`config.mk`:
```
export PLATFORM = sky130hd
export DESIGN_NAME = cpu_run_ctrl
export DESIGN_NICKNAME = d
export VERILOG_FILES = /design/src/rtl/cpu_run_ctrl.sv
export SDC_FILE = /design/constraint.sdc
export NUM_CORES = 1
export LEC_CHECK = 0
export ABC_AREA = 1
export BUFFER_PORTS_ARGS = -buffer_cell sky130_fd_sc_hd__buf_2
export CELL_PAD_IN_SITES_DETAIL_PLACEMENT = 0
export CELL_PAD_IN_SITES_GLOBAL_PLACEMENT = 1
export CORE_ASPECT_RATIO = 1.25
export CORE_MARGIN = 4
export CORE_UTILIZATION = 40
export DETAILED_ROUTE_END_ITERATION = 8
export PLACE_DENSITY = 0.82
export SLEW_MARGIN = 20
export SYNTH_ARGS = -nofsm -noshare
export SYNTH_HDL_FRONTEND = slang
export SYNTH_SLANG_ARGS = --single-unit
```
`constraint.sdc`:
```
create_clock -name clk -period 4.5 [get_ports clk]
set_input_delay 0.9 -clock clk [delete_from_list [all_inputs] [get_ports clk]]
set_output_delay 0.9 -clock clk [all_outputs]
set_load 0.02 [all_outputs]
```
`src/rtl/cpu_run_ctrl.sv`:
```
// Run controller for the MIPS CPU harness.
// Sequences a CPU reset pulse, counts run cycles and detects program end by
// explicit halt, PC self-loop or cycle-budget timeout.
module cpu_run_ctrl #(
  parameter int PC_W         = 32,
  parameter int CNT_W        = 32,
  parameter int RESET_CYCLES = 4,     // >= 1
  parameter int STALL_LIMIT  = 3,     // >= 2
  parameter int MAX_CYCLES   = 1000   // 0 disables the timeout
) (
  input  logic             clk,
  input  logic             reset,     // synchronous, active-low
  input  logic             start,
  input  logic             halt_in,
  input  logic [PC_W-1:0]  pc,
  output logic             cpu_reset,
  output logic             running,
  output logic             done,
  output logic             timeout,
  output logic [CNT_W-1:0] cycle_cnt
);

  localparam int RST_W   = $clog2(RESET_CYCLES + 1);
  localparam int STALL_W = $clog2(STALL_LIMIT + 1);

  // Last RST cycle index, and the stall count that, combined with one more
  // equal sample, makes STALL_LIMIT consecutive equal samples.
  localparam logic [RST_W-1:0]   RST_LAST   = RST_W'(RESET_CYCLES - 1);
  localparam logic [STALL_W-1:0] STALL_LAST = STALL_W'(STALL_LIMIT - 2);
  localparam logic [CNT_W-1:0]   CNT_LAST   = CNT_W'(MAX_CYCLES - 1);
  localparam logic [CNT_W-1:0]   CNT_MAX    = '1;
  localparam bit                 BUDGET_ON  = (MAX_CYCLES != 0);

  typedef enum logic [2:0] {
    S_IDLE,
    S_RST,
    S_RUN,
    S_DONE,
    S_TIMEOUT
  } state_t;

  state_t             state_q, state_d;
  logic [RST_W-1:0]   rst_cnt_q, rst_cnt_d;
  logic [STALL_W-1:0] stall_cnt_q, stall_cnt_d;
  logic [PC_W-1:0]    last_pc_q, last_pc_d;
  logic               pc_valid_q, pc_valid_d;
  logic [CNT_W-1:0]   cycle_cnt_q, cycle_cnt_d;
  logic               cpu_reset_q, cpu_reset_d;
  logic               running_q, running_d;
  logic               done_q, done_d;
  logic               timeout_q, timeout_d;

  logic pc_same;
  logic hit_stall;
  logic hit_budget;

  // Exit condition decode from current inputs and pre-edge counters.
  always_comb begin
    pc_same    = pc_valid_q && (pc == last_pc_q);
    hit_stall  = pc_same && (stall_cnt_q == STALL_LAST);
    hit_budget = BUDGET_ON && (cycle_cnt_q == CNT_LAST);
  end

  // Next-state and registered-output logic.
  always_comb begin
    state_d     = state_q;
    rst_cnt_d   = rst_cnt_q;
    stall_cnt_d = stall_cnt_q;
    last_pc_d   = last_pc_q;
    pc_valid_d  = pc_valid_q;
    cycle_cnt_d = cycle_cnt_q;

    case (state_q)
      S_IDLE, S_DONE, S_TIMEOUT: begin
        if (start) begin
          state_d     = S_RST;
          rst_cnt_d   = '0;
          stall_cnt_d = '0;
          pc_valid_d  = 1'b0;
          cycle_cnt_d = '0;
        end
      end
      S_RST: begin
        rst_cnt_d = rst_cnt_q + 1'b1;
        if (rst_cnt_q == RST_LAST) begin
          state_d = S_RUN;
        end
      end
      S_RUN: begin
        cycle_cnt_d = (cycle_cnt_q == CNT_MAX) ? cycle_cnt_q : cycle_cnt_q + 1'b1;
        last_pc_d   = pc;
        pc_valid_d  = 1'b1;
        stall_cnt_d = pc_same ? stall_cnt_q + 1'b1 : '0;
        // Halt and self-loop outrank the budget when they coincide.
        if (halt_in || hit_stall) begin
          state_d = S_DONE;
        end else if (hit_budget) begin
          state_d = S_TIMEOUT;
        end
      end
      default: begin
        state_d = S_IDLE;
      end
    endcase

    // Outputs are a registered decode of the next state, so they change on
    // the same edge as the state itself.
    cpu_reset_d = (state_d == S_IDLE) || (state_d == S_RST);
    running_d   = (state_d == S_RUN);
    done_d      = (state_d == S_DONE);
    timeout_d   = (state_d == S_TIMEOUT);
  end

  // State and output registers with synchronous active-low reset.
  always_ff @(posedge clk) begin
    if (!reset) begin
      state_q     <= S_IDLE;
      rst_cnt_q   <= '0;
      stall_cnt_q <= '0;
      last_pc_q   <= '0;
      pc_valid_q  <= 1'b0;
      cycle_cnt_q <= '0;
      cpu_reset_q <= 1'b1;
      running_q   <= 1'b0;
      done_q      <= 1'b0;
      timeout_q   <= 1'b0;
    end else begin
      state_q     <= state_d;
      rst_cnt_q   <= rst_cnt_d;
      stall_cnt_q <= stall_cnt_d;
      last_pc_q   <= last_pc_d;
      pc_valid_q  <= pc_valid_d;
      cycle_cnt_q <= cycle_cnt_d;
      cpu_reset_q <= cpu_reset_d;
      running_q   <= running_d;
      done_q      <= done_d;
      timeout_q   <= timeout_d;
    end
  end

  assign cpu_reset = cpu_reset_q;
  assign running   = running_q;
  assign done      = done_q;
  assign timeout   = timeout_q;
  assign cycle_cnt = cycle_cnt_q;

endmodule

```
==> results of run 1 <==
-- metrics by stage --
stage / utilization (%) / instances / hold WS, ps / cell area, µm² / worst slack, ps
3_5_place_dp: 45.17 / 874 / 453.8 / 4866 / 1594
2_1_floorplan: - / 694 / 429.8 / 4459 / 2521
4_1_cts: 47.58 / 889 / 469.3 / 5126 / 1585
5_1_grt: 47.58 / 889 / 489.5 / 5126 / 1319
6_report: 47.58 / 889 / 469.4 / 5126 / 1605
3_3_place_gp: 45.17 / 874 / 448.3 / 4866 / 1686
-- per-layer routing --
metal  vias up  track usage, %
met4         0           8.417
met5         -               0
met1      2100           23.04
met2       104           33.50
li1       2327               -
met3        19           3.540
-- flip-flops by register name, summed over array words and instances, names as in the netlist --
name and cells:
cpu_reset 1, cycle_cnt 32, done 1, last_pc_q 32, pc_valid_q 1, rst_cnt_q 3
running 1, stall_cnt_q 2, state_q 3, timeout 1
-- kinds of logic after synthesis --
kind of cell	after synthesis	share of synthesized area, %
AO/OA/AOI/OAI	114	13.94
XOR/XNOR	19	3.732
adder cells (fa/ha/maj)	4	1.122
buffers and inverters	116	10.55
flip-flops	77	34.57
AND/OR/NAND/NOR	364	36.08
-- final cells by class --
type	instances	area, µm²	area share (%)
multi-input combinational	501	2447	47.74
clock inverter	2	10.01	0.1953
tap	132	165.2	3.222
inverter	91	341.6	6.663
clock buffer	13	250.2	4.882
sequential	77	1541	30.07
timing repair buffer	73	370.4	7.225
-- layout by cell type (no fill, tap or decap), types with 10 or more instances in the layout --
master and n:
nand2_1 163, nor2_1 95, inv_1 86, dfxtp_1 77
buf_2 71, a21oi_1 58, nand3_1 39, o21ai_0 38
nor3_1 22, a21oi_2 10, xor2_1 10
-- worst paths after layout --
check | slack [ps] | from | depth (start not counted) | to
setup / recovery | 1610 | state_q[1] | 11 | cycle_cnt[15]
hold reg to reg | 470 | stall_cnt_q[1] | 2 | stall_cnt_q[1]
hold / removal | 470 | stall_cnt_q[1] | 2 | stall_cnt_q[1]
setup reg to reg | 1610 | state_q[1] | 11 | cycle_cnt[15]
-- power by group through the flow --
stage / Combinational [mW] / Sequential [mW] / Clock [mW]
global route: 0.110 / 0.689 / 0.710
CTS: 0.0986 / 0.689 / 0.678
detailed placement: 0.0980 / 0.704 / 0
floorplan: 0.0688 / 0.703 / 0
global placement: 0.0963 / 0.704 / 0
finish: 0.0978 / 0.689 / 0.658
-- worst max-delay path: cells and delay by family (launching register included) --
| kind | cells | cell delay, ps |
|---|---|---|
| simple gates | 5 | 1000 |
| buf+inv | 5 | 1300 |
| flops | 1 | 360 |
| compound gates | 1 | 150 |
==> results by group, run 1 <==
Synthesis
  – Top cells by count, synth: nand2_1 (163), nor2_1 (95), inv_1 (86)
  – Post-synthesis cell type count: 35
  – Syn nets: 734
  – Share of the synthesized area in the top cell type: 34.57%
  – Synthesized area per cell: 6.425 µm²
  – Post-synth EDFFs: 0
  – Synth Cell Area: 0.004459 mm²
  – Async S/R FF share, synth: 0%
  – Top post-synthesis cells by area: dfxtp_1 (35%), nand2_1 (14%), nor2_1 (8.0%)
  – Seq/Total Area, Yosys: 34.57%
  – Dominant synthesized flop cell: dfxtp_1
  – Seq cells post-synth: 77
  – Leading area contributor after synthesis: dfxtp_1
  – Top-count cell post-synth: nand2_1
  – Synthesis warning total: 0
  – Cells after Synth: 694

Power
  – Clk pwr share: 45.5%
  – Pint: 1.103 mW
  – Comb pwr share: 6.8%
  – VDD IR max: 0.1897 mV
  – Tot Pwr: 1.445 mW
  – Seq pwr share: 47.7%
  – P per Cell Area: 281.8 mW/mm²
  – LEAKAGE: 2.098 nW
  – Switch share: 23.65%
  – Net Sw Power: 0.3417 mW

Worst setup path
  – Critical Path RT: 4780 ps
  – CP peak stage delay: 540 ps
  – Startpoint types: flop
  – CP Capture Type: flop
  – Critical Path Most Common Cell: inv_2
  – Setup Crit Path Kind: flop to flop
  – Crit path cell chain: inv_2 -> nor2_2 -> inv_2 -> nor2_4 -> buf_4 -> nor2_1 -> clkinv_1 -> nand2_2 -> inv_1 -> nand3_1 -> a21oi_2
  – Crit path arrival time: 3170 ps
  – Crit Path Max Fanout: 65
  – Crit-path slowest cell: buf_4

Route
  – Vias: 4,550
  – DRT antenna net count: 0
  – Top Metal Used: met4
  – Routed WL: 12.25 mm
  – Drt first pass iters: 4
  – Met2 Routed Length: 6.133 mm
  – M1 wire length: 5.243 mm
  – Drt drc: 0
  – Drt via density: 5.118
  – Starting DRT DRC Count: 144
  – Met3 wire length: 587 µm
  – Routed WL per cell: 13.77 µm

STA
  – RSZ-0062 raised after global routing: no
  – Period utilization: 64.33%
  – Hold Vio Cnt, Final: 0
  – Setup TNS: 0 ps
  – Max Clock Skew: 5.698 ps
  – Slew @ Worst Pin: 763.5 ps
  – Slew HR: 48.92%
  – Final setup violation count: 0
  – Fin crit period: 2895 ps
  – Final Max Tran Viols: 0
  – Fmax: 0.3454 GHz

Floorplanning
  – # IOs: 72
  – Die ar.: 0.01291 mm²
  – Num rows: 42
  – Core area: 0.01077 mm²
  – Die height: 126.1 µm
  – Initial Utilization: 41.39%
  – Die width: 102.4 µm

Clock network
  – Worst-path clk slew: 60 ps
  – Cts hold-fix bufs: 0
  – Setup Fix Bufs, Post-CTS: 0
  – Worst-Skew Late Latency: 340 ps
  – CTS tree: done
  – Clock root buffer: clkbuf_16
  – Max H-tree Level: 3
  – Clock buffer depth: 2
  – CTS sink cnt: 77
  – Cts repair resizes: 0
  – Total CTS buffers: 9

Global routing
  – First-pass GRT wire length: 19.95 mm
  – GRT Residual Overflow: 0
  – Largest net degree at the start of global routing: 66
  – GRT Total Usage: 19.41%
  – Vias in the first global route: 4,290
  – Initial antenna violation count: 0

Run status
  – Status: finished, final reports clean

Placed design
  – Port bufs: 71
  – Post-DP HPWL: 8.844 mm
  – Routability cong.: 0.9321

Job
  – Maxcap violations: 0

Cells and area
  – Nets: 793
  – Fillers: 1,165
  – Layout cells sized above 1: 15.98%
  – Antenna diodes: 0
  – Area Growth Syn to Fin: 14.96%

Min path
  – Hold crit path type: flop to flop
(Power assumes the default switching activity.)
==> inputs of run 2 (changes only) <==
--- a/config.mk
+++ b/config.mk
@@ -5,7 +5,7 @@
 export SDC_FILE = /design/constraint.sdc
 export NUM_CORES = 1
 export LEC_CHECK = 0
-export ABC_AREA = 1
+export ABC_AREA = 0
 export BUFFER_PORTS_ARGS = -buffer_cell sky130_fd_sc_hd__buf_2
 export CELL_PAD_IN_SITES_DETAIL_PLACEMENT = 0
 export CELL_PAD_IN_SITES_GLOBAL_PLACEMENT = 1
@@ -13,7 +13,7 @@
 export CORE_MARGIN = 4
 export CORE_UTILIZATION = 40
 export DETAILED_ROUTE_END_ITERATION = 8
-export PLACE_DENSITY = 0.82
+export PLACE_DENSITY = 0.79
 export SLEW_MARGIN = 20
 export SYNTH_ARGS = -nofsm -noshare
 export SYNTH_HDL_FRONTEND = slang
==> constraint.sdc (replaced) <==
create_clock -name clk -period 2.68 [get_ports clk]
set_input_delay 0.536 -clock clk [delete_from_list [all_inputs] [get_ports clk]]
set_output_delay 0.536 -clock clk [all_outputs]
set_load 0.02 [all_outputs]
==> results by group, run 2 <==
Worst setup path
  – Crit path cell chain: nand4_1 -> nor3_1 -> o211ai_1 -> nor4b_1 -> xnor2_1 -> nor2_1
  – Crit-path slowest cell: dfxtp_1
  – Crit Path Max Fanout: 10
  – Setup Crit Path Kind: flop to flop
  – FF-to-FF setup slack: 460 ps
  – Startpoint types: flop
  – Crit path arrival time: 2440 ps
  – CP Capture Type: flop
  – Critical Path RT: 2910 ps
  – CP peak stage delay: 470 ps

Cells and area
  – Post-route cell area: 0.004713 mm²
  – Antenna diodes: 0
  – Area of the multi-input gates: 0.002190 mm²
  – Area Growth Syn to Fin: 22.78%
  – Register area: 0.001541 mm²
  – Commonest non-fill, non-tap cell in the layout: nand2_1
  – Fillers: 902
  – Nets: 570
  – Commonest non-fill, non-tap cells in the layout: nand2_1 (82), dfxtp_1 (77), buf_2 (71)
  – Layout cells sized above 1: 19.81%

STA
  – Hold Vio Cnt, Final: 0
  – Max Clock Skew: 6.227 ps
  – Slew HR: 51.41%
  – Final Max Tran Viols: 0
  – Worst hold margin: 459.0 ps
  – Fin crit period: 2217 ps
  – Final setup violation count: 0
  – RSZ-0062 raised after global routing: no
  – Setup TNS: 0 ps
  – Slew @ Worst Pin: 725.7 ps
  – Period utilization: 82.73%
  – Fmax: 0.4510 GHz

Synthesis
  – Top post-synthesis cells by area: dfxtp_1 (40%), xnor2_1 (13%), nand2_1 (8.0%)
  – Syn nets: 497
  – Async S/R FF share, synth: 0%
  – Share of the synthesized area in the top cell type: 40.16%
  – Synth Cell Area: 0.003839 mm²
  – Dominant synthesized flop cell: dfxtp_1
  – Post-synth EDFFs: 0
  – Top-count cell post-synth: nand2_1
  – Synthesis warning total: 0
  – Seq cells post-synth: 77
  – Top cells by count, synth: nand2_1 (82), dfxtp_1 (77), xnor2_1 (58)
  – Post-synthesis cell type count: 47
  – Cells after Synth: 457
  – Seq/Total Area, Yosys: 40.16%
  – Synthesized area per cell: 8.400 µm²
  – Leading area contributor after synthesis: dfxtp_1

Global routing
  – Initial antenna violation count: 0
  – First-pass GRT wire length: 15.42 mm
  – GRT Residual Overflow: 0
  – GRT Total Usage: 17.25%
  – Vias in the first global route: 3,345
  – Largest net degree at the start of global routing: 36

Power
  – VDD IR max: 0.3124 mV
  – Switch share: 19.62%
  – Comb pwr share: 4.7%
  – LEAKAGE: 1.668 nW
  – Clk pwr share: 53.0%
  – Net Sw Power: 0.5355 mW
  – Pint: 2.194 mW
  – Seq pwr share: 42.3%
  – P per Cell Area: 579.1 mW/mm²
  – Tot Pwr: 2.730 mW

Floorplanning
  – Die width: 95.62 µm
  – Core area: 0.009271 mm²
  – Num rows: 39
  – Initial Utilization: 41.40%
  – Die height: 117.5 µm
  – Die ar.: 0.01124 mm²
  – # IOs: 72

Clock network
  – Clock root buffer: clkbuf_16
  – Max H-tree Level: 3
  – Setup Fix Bufs, Post-CTS: 0
  – Cts repair resizes: 0
  – Worst-Skew Late Latency: 340 ps
  – Clock buffer depth: 2
  – Total CTS buffers: 9
  – CTS sink cnt: 77
  – Cts hold-fix bufs: 0
  – Worst-path clk slew: 60 ps
  – CTS tree: done

Route
  – DRT antenna net count: 0
  – Drt first pass iters: 4
  – Drt drc: 0
  – Routed WL: 9.218 mm
  – Routed WL per cell: 14.01 µm
  – Vias: 3,395
  – Starting DRT DRC Count: 152
  – Drt via density: 5.160

Placed design
  – Post-DP HPWL: 6.818 mm
  – Port bufs: 71
  – Placement Cell Area: 0.004353 mm²
  – Routability cong.: 0.7487

Min path
  – Hold crit path type: primary input to flop

Job
  – Maxcap violations: 0

Run status
  – Status: finished, final reports clean
[run 2: cell count changes in the layout (fill, tap and decap cells not counted), sizes merged, moves of 32 or more]
cell / change
a21boi: +32
inv: -82
a21oi: -59
nand2: -83
nor2: -60
xnor2: +49
[run 2: layer usage]
metal  vias up  wire length (µm)  share of wire, %  global-route usage (%)
li1       1731                 -                 -                       -
met1      1560              3783                41                   19.72
met2        90              4665                51                   29.71
met3        14               588               6.4                   4.284
met4         0               181               2.0                   7.473
met5         -                 0                 0                       0
[run 2: kinds of logic after synthesis]
logic type                 synth area share, %
adders and majority gates                1.565
xor gates and xnor gates                 13.23
muxes                                   0.2608
DFF                                      40.16
AOI/OAI and AO/OA                        13.04
and+or+nand+nor                          28.94
buffers and inverters                    2.803
[run 2: metrics by stage]
stage,instances,setup slack (ps),util [%]
global placement,642,491.6,46.95
detailed placement,642,396.9,46.95
finish,658,462.8,50.84
floorplan,457,574.3,-
CTS,658,462.6,50.84
global route,658,239.0,50.84
[run 2: final cells by class]
| cell class | count | area share (%) |
|---|---|---|
| multi-input combinational | 352 | 46.46 |
| sequential | 77 | 32.71 |
| clock buffer | 13 | 5.734 |
| clock inverter | 3 | 1.911 |
| tap | 123 | 3.265 |
| timing repair buffer | 82 | 9.291 |
| inverter | 8 | 0.6371 |
[run 2: worst paths after layout]
kind | endpoint | cells past startpoint | startpoint
max | cycle_cnt[29] | 6 | cycle_cnt[5]
min | last_pc_q[16] | 3 | pc[16]
max reg2reg | cycle_cnt[29] | 6 | cycle_cnt[5]
min reg2reg | last_pc_q[28] | 2 | last_pc_q[28]
[run 2: worst max-delay path: cells and delay by family (launching register included)]
family | cells | cell delay [ps]
AND/OR/NAND/NOR | 4 | 1050
flip-flops | 1 | 470
AO/OA/AOI/OAI | 1 | 420
XOR/XNOR | 1 | 160
[run 2: power by group through the flow]
stage | clock (mW) | sequential, mW | combinational, mW
final | 1.45 | 1.15 | 0.128
after global routing | 1.53 | 1.15 | 0.142
after CTS | 1.48 | 1.15 | 0.130
after detailed placement | 0 | 1.18 | 0.129
after global placement | 0 | 1.18 | 0.128
after floorplan | 0 | 1.18 | 0.0757
